--- config.mk ---
export PLATFORM = sky130hd
export DESIGN_NAME = writeback_stage_flat
export DESIGN_NICKNAME = d
export VERILOG_FILES = /design/src/rtl/writeback_stage_if.sv /design/src/rtl/writeback_stage.sv /design/src/flat_wrapper.sv
export SDC_FILE = /design/constraint.sdc
export NUM_CORES = 1
export LEC_CHECK = 0
export BUFFER_PORTS_ARGS = -buffer_cell sky130_fd_sc_hd__clkbuf_2
export CAP_MARGIN = 20
export CORE_UTILIZATION = 54
export CTS_BUF_LIST = sky130_fd_sc_hd__clkbuf_8 sky130_fd_sc_hd__clkbuf_16
export DETAILED_ROUTE_END_ITERATION = 8
export PLACE_DENSITY = 0.83
export SLEW_MARGIN = 30
export SYNTH_ARGS = -nofsm -noshare
export SYNTH_HDL_FRONTEND = slang
export SYNTH_SLANG_ARGS = --single-unit
--- constraint.sdc ---
create_clock -name c_clk -period 3.43 [get_ports c_clk]
set_input_delay 0.8575 -clock c_clk [delete_from_list [all_inputs] [get_ports c_clk]]
set_output_delay 0.8575 -clock c_clk [all_outputs]
set_load 0.01 [all_outputs]
--- src/rtl/writeback_stage_if.sv ---
// Bundle between the memory stage / data memory and the writeback stage.
// Handshake: an instruction on wb_i_* is taken on a rising edge when wb_i_valid=1 and wb_o_stall=0; while stalled, upstream holds it unchanged.
interface writeback_stage_if #(
    parameter int DWIDTH      = 32,
    parameter int AWIDTH      = 5,
    parameter int PC_WIDTH    = 32,
    parameter int FUNCT_WIDTH = 3
);
    logic                   wb_i_valid;
    logic                   wb_i_we;
    logic [AWIDTH-1:0]      wb_i_rd_addr;
    logic [1:0]             wb_i_src;
    logic [DWIDTH-1:0]      wb_i_alu_result;
    logic [DWIDTH-1:0]      wb_i_imm;
    logic [PC_WIDTH-1:0]    wb_i_pc;
    logic [FUNCT_WIDTH-1:0] wb_i_funct3;
    logic [1:0]             wb_i_byte_off;
    logic                   wb_i_flush;
    logic                   dm_i_ack;
    logic [DWIDTH-1:0]      dm_i_rdata;
    logic                   wb_o_stall;
    logic                   wb_o_we;
    logic [AWIDTH-1:0]      wb_o_addr_rd;
    logic [DWIDTH-1:0]      wb_o_data_rd;
    logic [31:0]            wb_o_retired;
    logic                   dbg_state;

    modport master (
        output wb_i_valid, wb_i_we, wb_i_rd_addr, wb_i_src, wb_i_alu_result, wb_i_imm,
               wb_i_pc, wb_i_funct3, wb_i_byte_off, wb_i_flush, dm_i_ack, dm_i_rdata,
        input  wb_o_stall, wb_o_we, wb_o_addr_rd, wb_o_data_rd, wb_o_retired, dbg_state
    );

    modport slave (
        input  wb_i_valid, wb_i_we, wb_i_rd_addr, wb_i_src, wb_i_alu_result, wb_i_imm,
               wb_i_pc, wb_i_funct3, wb_i_byte_off, wb_i_flush, dm_i_ack, dm_i_rdata,
        output wb_o_stall, wb_o_we, wb_o_addr_rd, wb_o_data_rd, wb_o_retired, dbg_state
    );
endinterface

--- src/rtl/writeback_stage.sv ---
// Writeback stage: selects the result, waits for load data, aligns/extends loads
// and drives a registered register-file write port plus a retired-instruction counter.
module writeback_stage #(
    parameter int DWIDTH      = 32,
    parameter int AWIDTH      = 5,
    parameter int PC_WIDTH    = 32,
    parameter int FUNCT_WIDTH = 3
) (
    input  logic              c_clk,
    input  logic              c_rst,
    writeback_stage_if.slave  bus
);
    typedef enum logic {IDLE = 1'b0, WAIT_LOAD = 1'b1} state_t;

    state_t                 state;
    state_t                 state_next;

    logic                   ld_we;
    logic [AWIDTH-1:0]      ld_rd;
    logic [FUNCT_WIDTH-1:0] ld_funct3;
    logic [1:0]             ld_off;

    logic                   we_q;
    logic [AWIDTH-1:0]      addr_q;
    logic [DWIDTH-1:0]      data_q;
    logic [31:0]            retired_q;

    logic                   take_direct;
    logic                   take_load;
    logic                   load_done;
    logic [DWIDTH-1:0]      direct_data;
    logic [DWIDTH-1:0]      load_data;
    logic [7:0]             byte_sel;
    logic [15:0]            half_sel;

    assign take_direct = (state == IDLE) && bus.wb_i_valid && !bus.wb_i_flush && (bus.wb_i_src != 2'b01);
    assign take_load   = (state == IDLE) && bus.wb_i_valid && !bus.wb_i_flush && (bus.wb_i_src == 2'b01);
    // Flush outranks an ack arriving in the same cycle.
    assign load_done   = (state == WAIT_LOAD) && bus.dm_i_ack && !bus.wb_i_flush;

    always_ff @(posedge c_clk or negedge c_rst) begin
        if (!c_rst) begin
            state <= IDLE;
        end else begin
            state <= state_next;
        end
    end

    always_comb begin
        state_next = state;
        case (state)
            IDLE:      if (take_load) state_next = WAIT_LOAD;
            WAIT_LOAD: if (bus.wb_i_flush || bus.dm_i_ack) state_next = IDLE;
            default:   state_next = IDLE;
        endcase
    end

    always_comb begin
        bus.wb_o_stall = (state == WAIT_LOAD);
        bus.dbg_state  = state;
    end

    always_comb begin
        case (bus.wb_i_src)
            2'b10:   direct_data = DWIDTH'(bus.wb_i_pc + PC_WIDTH'(4));
            2'b11:   direct_data = bus.wb_i_imm;
            default: direct_data = bus.wb_i_alu_result;
        endcase
    end

    always_comb begin
        byte_sel = bus.dm_i_rdata[{ld_off, 3'b000} +: 8];
        half_sel = bus.dm_i_rdata[{ld_off[1], 4'b0000} +: 16];
        case (ld_funct3)
            3'b000:  load_data = {{(DWIDTH-8){byte_sel[7]}}, byte_sel};
            3'b100:  load_data = {{(DWIDTH-8){1'b0}}, byte_sel};
            3'b001:  load_data = {{(DWIDTH-16){half_sel[15]}}, half_sel};
            3'b101:  load_data = {{(DWIDTH-16){1'b0}}, half_sel};
            default: load_data = bus.dm_i_rdata;
        endcase
    end

    always_ff @(posedge c_clk or negedge c_rst) begin
        if (!c_rst) begin
            ld_we     <= 1'b0;
            ld_rd     <= '0;
            ld_funct3 <= '0;
            ld_off    <= '0;
        end else if (take_load) begin
            ld_we     <= bus.wb_i_we;
            ld_rd     <= bus.wb_i_rd_addr;
            ld_funct3 <= bus.wb_i_funct3;
            ld_off    <= bus.wb_i_byte_off;
        end
    end

    // Writes to x0 or with we=0 still retire and still move address/data.
    always_ff @(posedge c_clk or negedge c_rst) begin
        if (!c_rst) begin
            we_q      <= 1'b0;
            addr_q    <= '0;
            data_q    <= '0;
            retired_q <= '0;
        end else begin
            we_q <= 1'b0;
            if (take_direct) begin
                we_q      <= bus.wb_i_we && (bus.wb_i_rd_addr != '0);
                addr_q    <= bus.wb_i_rd_addr;
                data_q    <= direct_data;
                retired_q <= retired_q + 32'd1;
            end else if (load_done) begin
                we_q      <= ld_we && (ld_rd != '0);
                addr_q    <= ld_rd;
                data_q    <= load_data;
                retired_q <= retired_q + 32'd1;
            end
        end
    end

    assign bus.wb_o_we      = we_q;
    assign bus.wb_o_addr_rd = addr_q;
    assign bus.wb_o_data_rd = data_q;
    assign bus.wb_o_retired = retired_q;
endmodule
--- src/flat_wrapper.sv ---
// flat-port wrapper written by rule: the top's interface ports become plain ports
module writeback_stage_flat 
#(
    parameter int DWIDTH      = 32,
    parameter int AWIDTH      = 5,
    parameter int PC_WIDTH    = 32,
    parameter int FUNCT_WIDTH = 3
)
  (c_clk, c_rst, bus_wb_i_valid, bus_wb_i_we, bus_wb_i_rd_addr, bus_wb_i_src, bus_wb_i_alu_result, bus_wb_i_imm, bus_wb_i_pc, bus_wb_i_funct3, bus_wb_i_byte_off, bus_wb_i_flush, bus_dm_i_ack, bus_dm_i_rdata, bus_wb_o_stall, bus_wb_o_we, bus_wb_o_addr_rd, bus_wb_o_data_rd, bus_wb_o_retired, bus_dbg_state);
  writeback_stage_if #(.DWIDTH(DWIDTH), .AWIDTH(AWIDTH), .PC_WIDTH(PC_WIDTH), .FUNCT_WIDTH(FUNCT_WIDTH)) bus_i ();
  input  logic c_clk;
  input  logic c_rst;
  input wire logic [$bits(bus_i.wb_i_valid)-1:0] bus_wb_i_valid;
  input wire logic [$bits(bus_i.wb_i_we)-1:0] bus_wb_i_we;
  input wire logic [$bits(bus_i.wb_i_rd_addr)-1:0] bus_wb_i_rd_addr;
  input wire logic [$bits(bus_i.wb_i_src)-1:0] bus_wb_i_src;
  input wire logic [$bits(bus_i.wb_i_alu_result)-1:0] bus_wb_i_alu_result;
  input wire logic [$bits(bus_i.wb_i_imm)-1:0] bus_wb_i_imm;
  input wire logic [$bits(bus_i.wb_i_pc)-1:0] bus_wb_i_pc;
  input wire logic [$bits(bus_i.wb_i_funct3)-1:0] bus_wb_i_funct3;
  input wire logic [$bits(bus_i.wb_i_byte_off)-1:0] bus_wb_i_byte_off;
  input wire logic [$bits(bus_i.wb_i_flush)-1:0] bus_wb_i_flush;
  input wire logic [$bits(bus_i.dm_i_ack)-1:0] bus_dm_i_ack;
  input wire logic [$bits(bus_i.dm_i_rdata)-1:0] bus_dm_i_rdata;
  output wire logic [$bits(bus_i.wb_o_stall)-1:0] bus_wb_o_stall;
  output wire logic [$bits(bus_i.wb_o_we)-1:0] bus_wb_o_we;
  output wire logic [$bits(bus_i.wb_o_addr_rd)-1:0] bus_wb_o_addr_rd;
  output wire logic [$bits(bus_i.wb_o_data_rd)-1:0] bus_wb_o_data_rd;
  output wire logic [$bits(bus_i.wb_o_retired)-1:0] bus_wb_o_retired;
  output wire logic [$bits(bus_i.dbg_state)-1:0] bus_dbg_state;
  assign bus_i.wb_i_valid = bus_wb_i_valid;
  assign bus_i.wb_i_we = bus_wb_i_we;
  assign bus_i.wb_i_rd_addr = bus_wb_i_rd_addr;
  assign bus_i.wb_i_src = bus_wb_i_src;
  assign bus_i.wb_i_alu_result = bus_wb_i_alu_result;
  assign bus_i.wb_i_imm = bus_wb_i_imm;
  assign bus_i.wb_i_pc = bus_wb_i_pc;
  assign bus_i.wb_i_funct3 = bus_wb_i_funct3;
  assign bus_i.wb_i_byte_off = bus_wb_i_byte_off;
  assign bus_i.wb_i_flush = bus_wb_i_flush;
  assign bus_i.dm_i_ack = bus_dm_i_ack;
  assign bus_i.dm_i_rdata = bus_dm_i_rdata;
  assign bus_wb_o_stall = bus_i.wb_o_stall;
  assign bus_wb_o_we = bus_i.wb_o_we;
  assign bus_wb_o_addr_rd = bus_i.wb_o_addr_rd;
  assign bus_wb_o_data_rd = bus_i.wb_o_data_rd;
  assign bus_wb_o_retired = bus_i.wb_o_retired;
  assign bus_dbg_state = bus_i.dbg_state;
  writeback_stage #(.DWIDTH(DWIDTH), .AWIDTH(AWIDTH), .PC_WIDTH(PC_WIDTH), .FUNCT_WIDTH(FUNCT_WIDTH)) u_core (.c_clk(c_clk), .c_rst(c_rst), .bus(bus_i));
endmodule
# Word-level counts from Yosys, hierarchy flattened
# Index checks and enable logic that the tools add are counted.
[word_totals]
register_bits = 82
out_inout_bits = 72
[classes]
muxes = 13
reduce_logical = 14
n_bitwise = 1
add_sub_neg = 2
shifts = 2
n_eq_ne = 7
[op_table]
columns = ["operator", "count"]
rows = [
  ["32-bit two-way mux", 4],
  ["32-bit case mux with 4 select lines", 1],
  ["32-bit case mux with 2 select lines", 1],
  ["32-bit by 1-bit adder with 32-bit output (second input constant)", 1],
  ["32-bit by 3-bit adder with 32-bit output (second input constant)", 1],
  ["32-bit by 6-bit variable part select with 16-bit output", 1],
  ["32-bit by 6-bit variable part select with 8-bit output", 1],
  ["5-bit two-way mux", 2],
  ["5-bit nonzero test", 2],
  ["1-bit logical AND", 8],
  ["3-bit equality test (second input constant)", 2],
  ["2-bit equality test (second input constant)", 2],
  ["1-bit two-way mux", 4],
  ["3-bit by 1-bit equality test with 1-bit output (second input constant)", 1],
  ["3-bit logical NOT", 1],
  ["2-bit by 1-bit equality test with 1-bit output (second input constant)", 1],
  ["2-bit by 1-bit != test with 1-bit output (second input constant)", 1],
  ["1-bit case mux with 2 select lines", 1],
  ["2-bit nonzero test", 1],
  ["1-bit logical NOT", 1],
  ["1-bit logical OR", 1],
  ["1-bit NOT", 1],
]

# Logic depth before layout (Yosys ltp)
[logic_depth]
depth_word = 6
mapped_depth = 8
mapped_depth_nobuf = 6

# Worst setup path before layout
# OpenSTA, ideal clock, no wires.
[synth_path]
kind = "input to register"
start = "in bus_wb_i_pc[11]"
end = "reg u_core.data_q[31], in the netlist u_core.bus.wb_o_data_rd[31]"
required_ns = 3.297
t_arrival_ns = 2.119
stages = 5
setup_time_ns = 0.133
path_slack_ns = 1.177
cell_sequence = "nand4_1 or4_4 o311a_1 o32ai_1 nor2_1"
[synth_via]
elab_chain_len = 3
[synth_rtl]
columns = ["item", "line_no", "source"]
rows = [
  ["start: declaration", "flat_wrapper.sv:19", "input wire logic [$bits(bus_i.wb_i_pc)-1:0] bus_wb_i_pc;"],
  ["32-bit by 3-bit adder with 32-bit output", "writeback_stage.sv:65", "2'b10: direct_data = DWIDTH'(bus.wb_i_pc + PC_WIDTH'(4));"],
  ["32-bit case mux with 2 select lines", "writeback_stage.sv:64", "case (bus.wb_i_src)"],
  ["32-bit two-way mux", "writeback_stage.sv:106", "if (take_direct) begin"],
  ["end signal: assignment", "writeback_stage.sv:109", "data_q <= direct_data;"],
  ["end signal: assignment", "writeback_stage.sv:114", "data_q <= load_data;"],
  ["end: declaration", "writeback_stage.sv:25", "logic [DWIDTH-1:0] data_q;"],
]
# No other way between the ends.
# A chain may end at the register's enable or synchronous reset.

# Final worst setup path
[layout_path]
start = "reg u_core.ld_off[1]"
end = "reg u_core.data_q[30], in the netlist u_core.bus.wb_o_data_rd[30]"
[layout_via]
elab_chain_len = 4
word_cells_on_any_way = 5
[layout_rtl]
columns = ["item", "line_no", "source"]
rows = [
  ["start: declaration", "writeback_stage.sv:21", "logic [1:0] ld_off;"],
  ["start signal: assignment", "writeback_stage.sv:93", "ld_off <= bus.wb_i_byte_off;"],
  ["32-bit by 6-bit variable part select with 16-bit output / 32-bit by 6-bit variable part select with 8-bit output (equally long branches)", "writeback_stage.sv:73, writeback_stage.sv:72", ""],
  ["32-bit case mux with 4 select lines *", "writeback_stage.sv:74", "case (ld_funct3)"],
  ["32-bit two-way mux *", "writeback_stage.sv:111", "end else if (load_done) begin"],
  ["32-bit two-way mux *", "writeback_stage.sv:106", ""],
]
# Every way passes the cells marked *; elsewhere a longest branch is shown, timed or not. The select of a mux whose other input is x is not followed.

==> results.sh <==
export IMPL_synth_xor_area_share_pct=7.33
export IMPL_fmax_mhz=404
export IMPL_vdd_ir_drop_worst_uv=461
export IMPL_syn_cell_area_sq_um=5620
export IMPL_cp_arrival_ns=2.72
export IMPL_min_period_ns=2.48
export IMPL_io_pins=218
export IMPL_dr_total_vias=5964
export IMPL_via_per_inst=6.13
export IMPL_wl_microns=18500
export IMPL_io_buffers=217
export IMPL_crit_slowest_cell="dfrtp_1"
export IMPL_grt_use_total_pct=34.5
export IMPL_crit_path_max_incr_delay_ns=0.66
export IMPL_synth_seq_cells=82
export IMPL_first_iter_violations=404
export IMPL_antenna_found_initial=0
export IMPL_cts_repair_resized=0
export IMPL_yosys_cell_types_count=70
export IMPL_syn_nets=788
export IMPL_clkSinkCount=82
export IMPL_synthCells=640
export IMPL_grt_max_degree=83
export IMPL_design_die_area_sq_um=10800
export IMPL_synth_top_family_by_area="simple AND/OR/NAND/NOR gates"
export IMPL_die_width_microns=104
export IMPL_synthMuxAreaShare_pct=5.25
export IMPL_cts_buffer_depth=2
export IMPL_status="complete, no violations"
export IMPL_synthAdderAreaFrac_pct=0.445
export IMPL_cts_hold_buf=0
export IMPL_synth_flop_cell="dfrtp_1"
export IMPL_avgSynthCellArea_sq_um=8.78
export IMPL_overflow=0
export IMPL_gp_congestion=0.902
export IMPL_rows=36
export IMPL_clk_latency_ns=0.37
export IMPL_tightest_slew_ns=0.856
export IMPL_layout_commonest_cell="clkbuf_2"
export IMPL_place_inst=957
export IMPL_hold_viol_final=0
export IMPL_cts_made_buffers=9
export IMPL_finalSetupViolations=0
export IMPL_grt_setup_unrepaired="no"
export IMPL_ff2ff_setup_slack_ns=0.95
export IMPL_crit_chain="buf_4 > mux2_2 > nand3_1 > and3_1 > a21boi_1 > a211oi_2"
export IMPL_wire_per_inst_microns=19.0
export IMPL_dp_hpwl_microns=14200
export IMPL_finalCritPeriodShare_pct=72.2
export IMPL_synth_compound_area_share_pct=20.7
export IMPL_ys_seq_area_share_pct=36.5
export IMPL_drtAntennaViolNets=0
export IMPL_fin_cells=973
export IMPL_drt_pass1_iterations=5
export IMPL_layout_common_cells="clkbuf_2 (216), dfrtp_1 (81), nand2_1 (78)"
export IMPL_drcViolationCount=0
export IMPL_cts_tree="built"
export IMPL_area_delta_synth_final_pct=23.6
export IMPL_maxSlewHeadroom_pct=42.6
export IMPL_ys_async_sr_fraction_pct=100
export IMPL_worst_path_buf_inv=1
export IMPL_clkSlewWorstSetupHoldPaths_ns=0.09
export IMPL_worst_ep_required_time_ns=3.67
export IMPL_drv_cap=0
export IMPL_drv_slew=0
export IMPL_path_class="reg2reg"
export IMPL_setup_tns_ns=0
export IMPL_fin_skew_ns=0.0123
export IMPL_h_tree_depth=3
export IMPL_fin_util_pct=70.1
export IMPL_setup_slack_ns=0.953
export IMPL_grt_pass1_wl_microns=29500
export IMPL_n_antenna_cell=0
export IMPL_design_core_area_sq_um=9910
export IMPL_place_ws_ns=0.629
export IMPL_cp_max_fo=15
export IMPL_ys_warnings_count=0
export IMPL_critPathTopFamily="flip-flops"
export IMPL_p_per_area_nw_per_um2=413
export IMPL_min_path_type="reg2reg"
export IMPL_layout_drive_gt1_share_pct=35.5
export IMPL_grt_pass1_vias=5841
export IMPL_cts_root_buffer="clkbuf_8"
export IMPL_initial_core_util_pct=56.7
export IMPL_endpoint_kind="flop"
export IMPL_startpoint_type="flop"
export IMPL_finalPower_mw=2.87
export IMPL_die_h_microns=104
export IMPL_cts_post_setup_buffers_inserted=0
export IMPL_synth_edf_count=0
export IMPL_final_nets=983
export IMPL_leakage_nw=3.28
export IMPL_synth_simple_area_share_pct=24.8
[cell type report]
| type | count | area (sq um) |
|---|---|---|
| multi-input combinational | 501 | 3300 |
| fill | 843 | 2970 |
| sequential | 82 | 2050 |
| timing repair buffer | 228 | 1170 |
| tap | 133 | 166 |
| clock buffer | 9 | 124 |
| clock inverter | 7 | 76.3 |
| inverter | 13 | 48.8 |
[worst paths after layout]
check	startpoint	endpoint	depth (start not counted)
max in group asynchronous	c_rst	u_core.ld_funct3[1]	1
min in group asynchronous	c_rst	u_core.bus.wb_o_retired[31]	1
hold / removal	u_core.bus.wb_o_addr_rd[2]	u_core.bus.wb_o_addr_rd[2]	2
setup reg to reg	u_core.ld_off[1]	u_core.bus.wb_o_data_rd[30]	6
hold reg to reg	u_core.bus.wb_o_addr_rd[2]	u_core.bus.wb_o_addr_rd[2]	2
setup / recovery	u_core.ld_off[1]	u_core.bus.wb_o_data_rd[30]	6
[cells in the mapped netlist (7+ instances only)]
cell	count	share of area [%]
nor2_1	51	3.4
dfrtp_1	82	37
o21ai_0	34	3.0
a211oi_1	13	1.7
o211ai_1	7	0.94
a21o_1	9	1.2
a31oi_1	10	1.1
a22oi_1	14	1.9
nor4_2	7	1.6
mux2_2	18	3.6
nand4_1	11	1.2
mux2i_1	7	1.2
xor2_1	27	4.2
a21oi_1	35	3.1
inv_1	12	0.80
clkbuf_1	30	2.0
and4_1	8	1.2
nand3_1	18	1.6
nor2b_1	7	0.78
nor3_1	27	2.4
nand2_1	78	5.2
xnor2_1	20	3.1
[metal layers]
metal  up-vias  track usage, %  part of all wire, %
met5         -               0                    0
met4         0            13.8                  3.1
met3        38            6.95                  8.7
met2       324            58.5                   49
met1      2857            43.0                   39
li1       2745               -                    -
[report_power, final]
part | leakage [nW] | switching [mW] | internal (mW)
combinational | 2.17 | 0.488 | 0.371
clock | 0.0962 | 0.384 | 0.341
sequential | 1.01 | 0.168 | 1.11
total | 3.28 | 1.04 | 1.83
[state kept, by name (all words and copies together), names as in the netlist]
register	cells
u_core.ld_rd	5
u_core.ld_funct3	3
u_core.bus.wb_o_addr_rd	5
u_core.bus.wb_o_we	1
u_core.bus.wb_o_retired	32
u_core.bus.wb_o_data_rd	32
u_core.ld_we	1
u_core.bus.dbg_state	1
u_core.ld_off	2
[cells by family (layout without fill, tap and decap cells)]
family | after synthesis | count (layout)
muxes | 26 | 26
DFF | 82 | 82
xor gates and xnor gates | 47 | 47
buffers and inverters | 57 | 257
adders and majority gates | 2 | 2
AOI/OAI and AO/OA | 171 | 171
and+or+nand+nor | 255 | 255
[worst min-delay path: stages (launching register included)]
cell     delay, ns
dfrtp_1       0.35
nand2_1       0.05
nand2_1       0.04
[per-stage QoR]
step	hold slack, ns	area (sq um)
6_report	0.472	6940
5_1_grt	0.494	6940
4_1_cts	0.476	6940
3_5_place_dp	0.456	6740
3_3_place_gp	0.452	6730
2_1_floorplan	0.477	5620
Note: power is estimated with default switching activity, not from simulation.
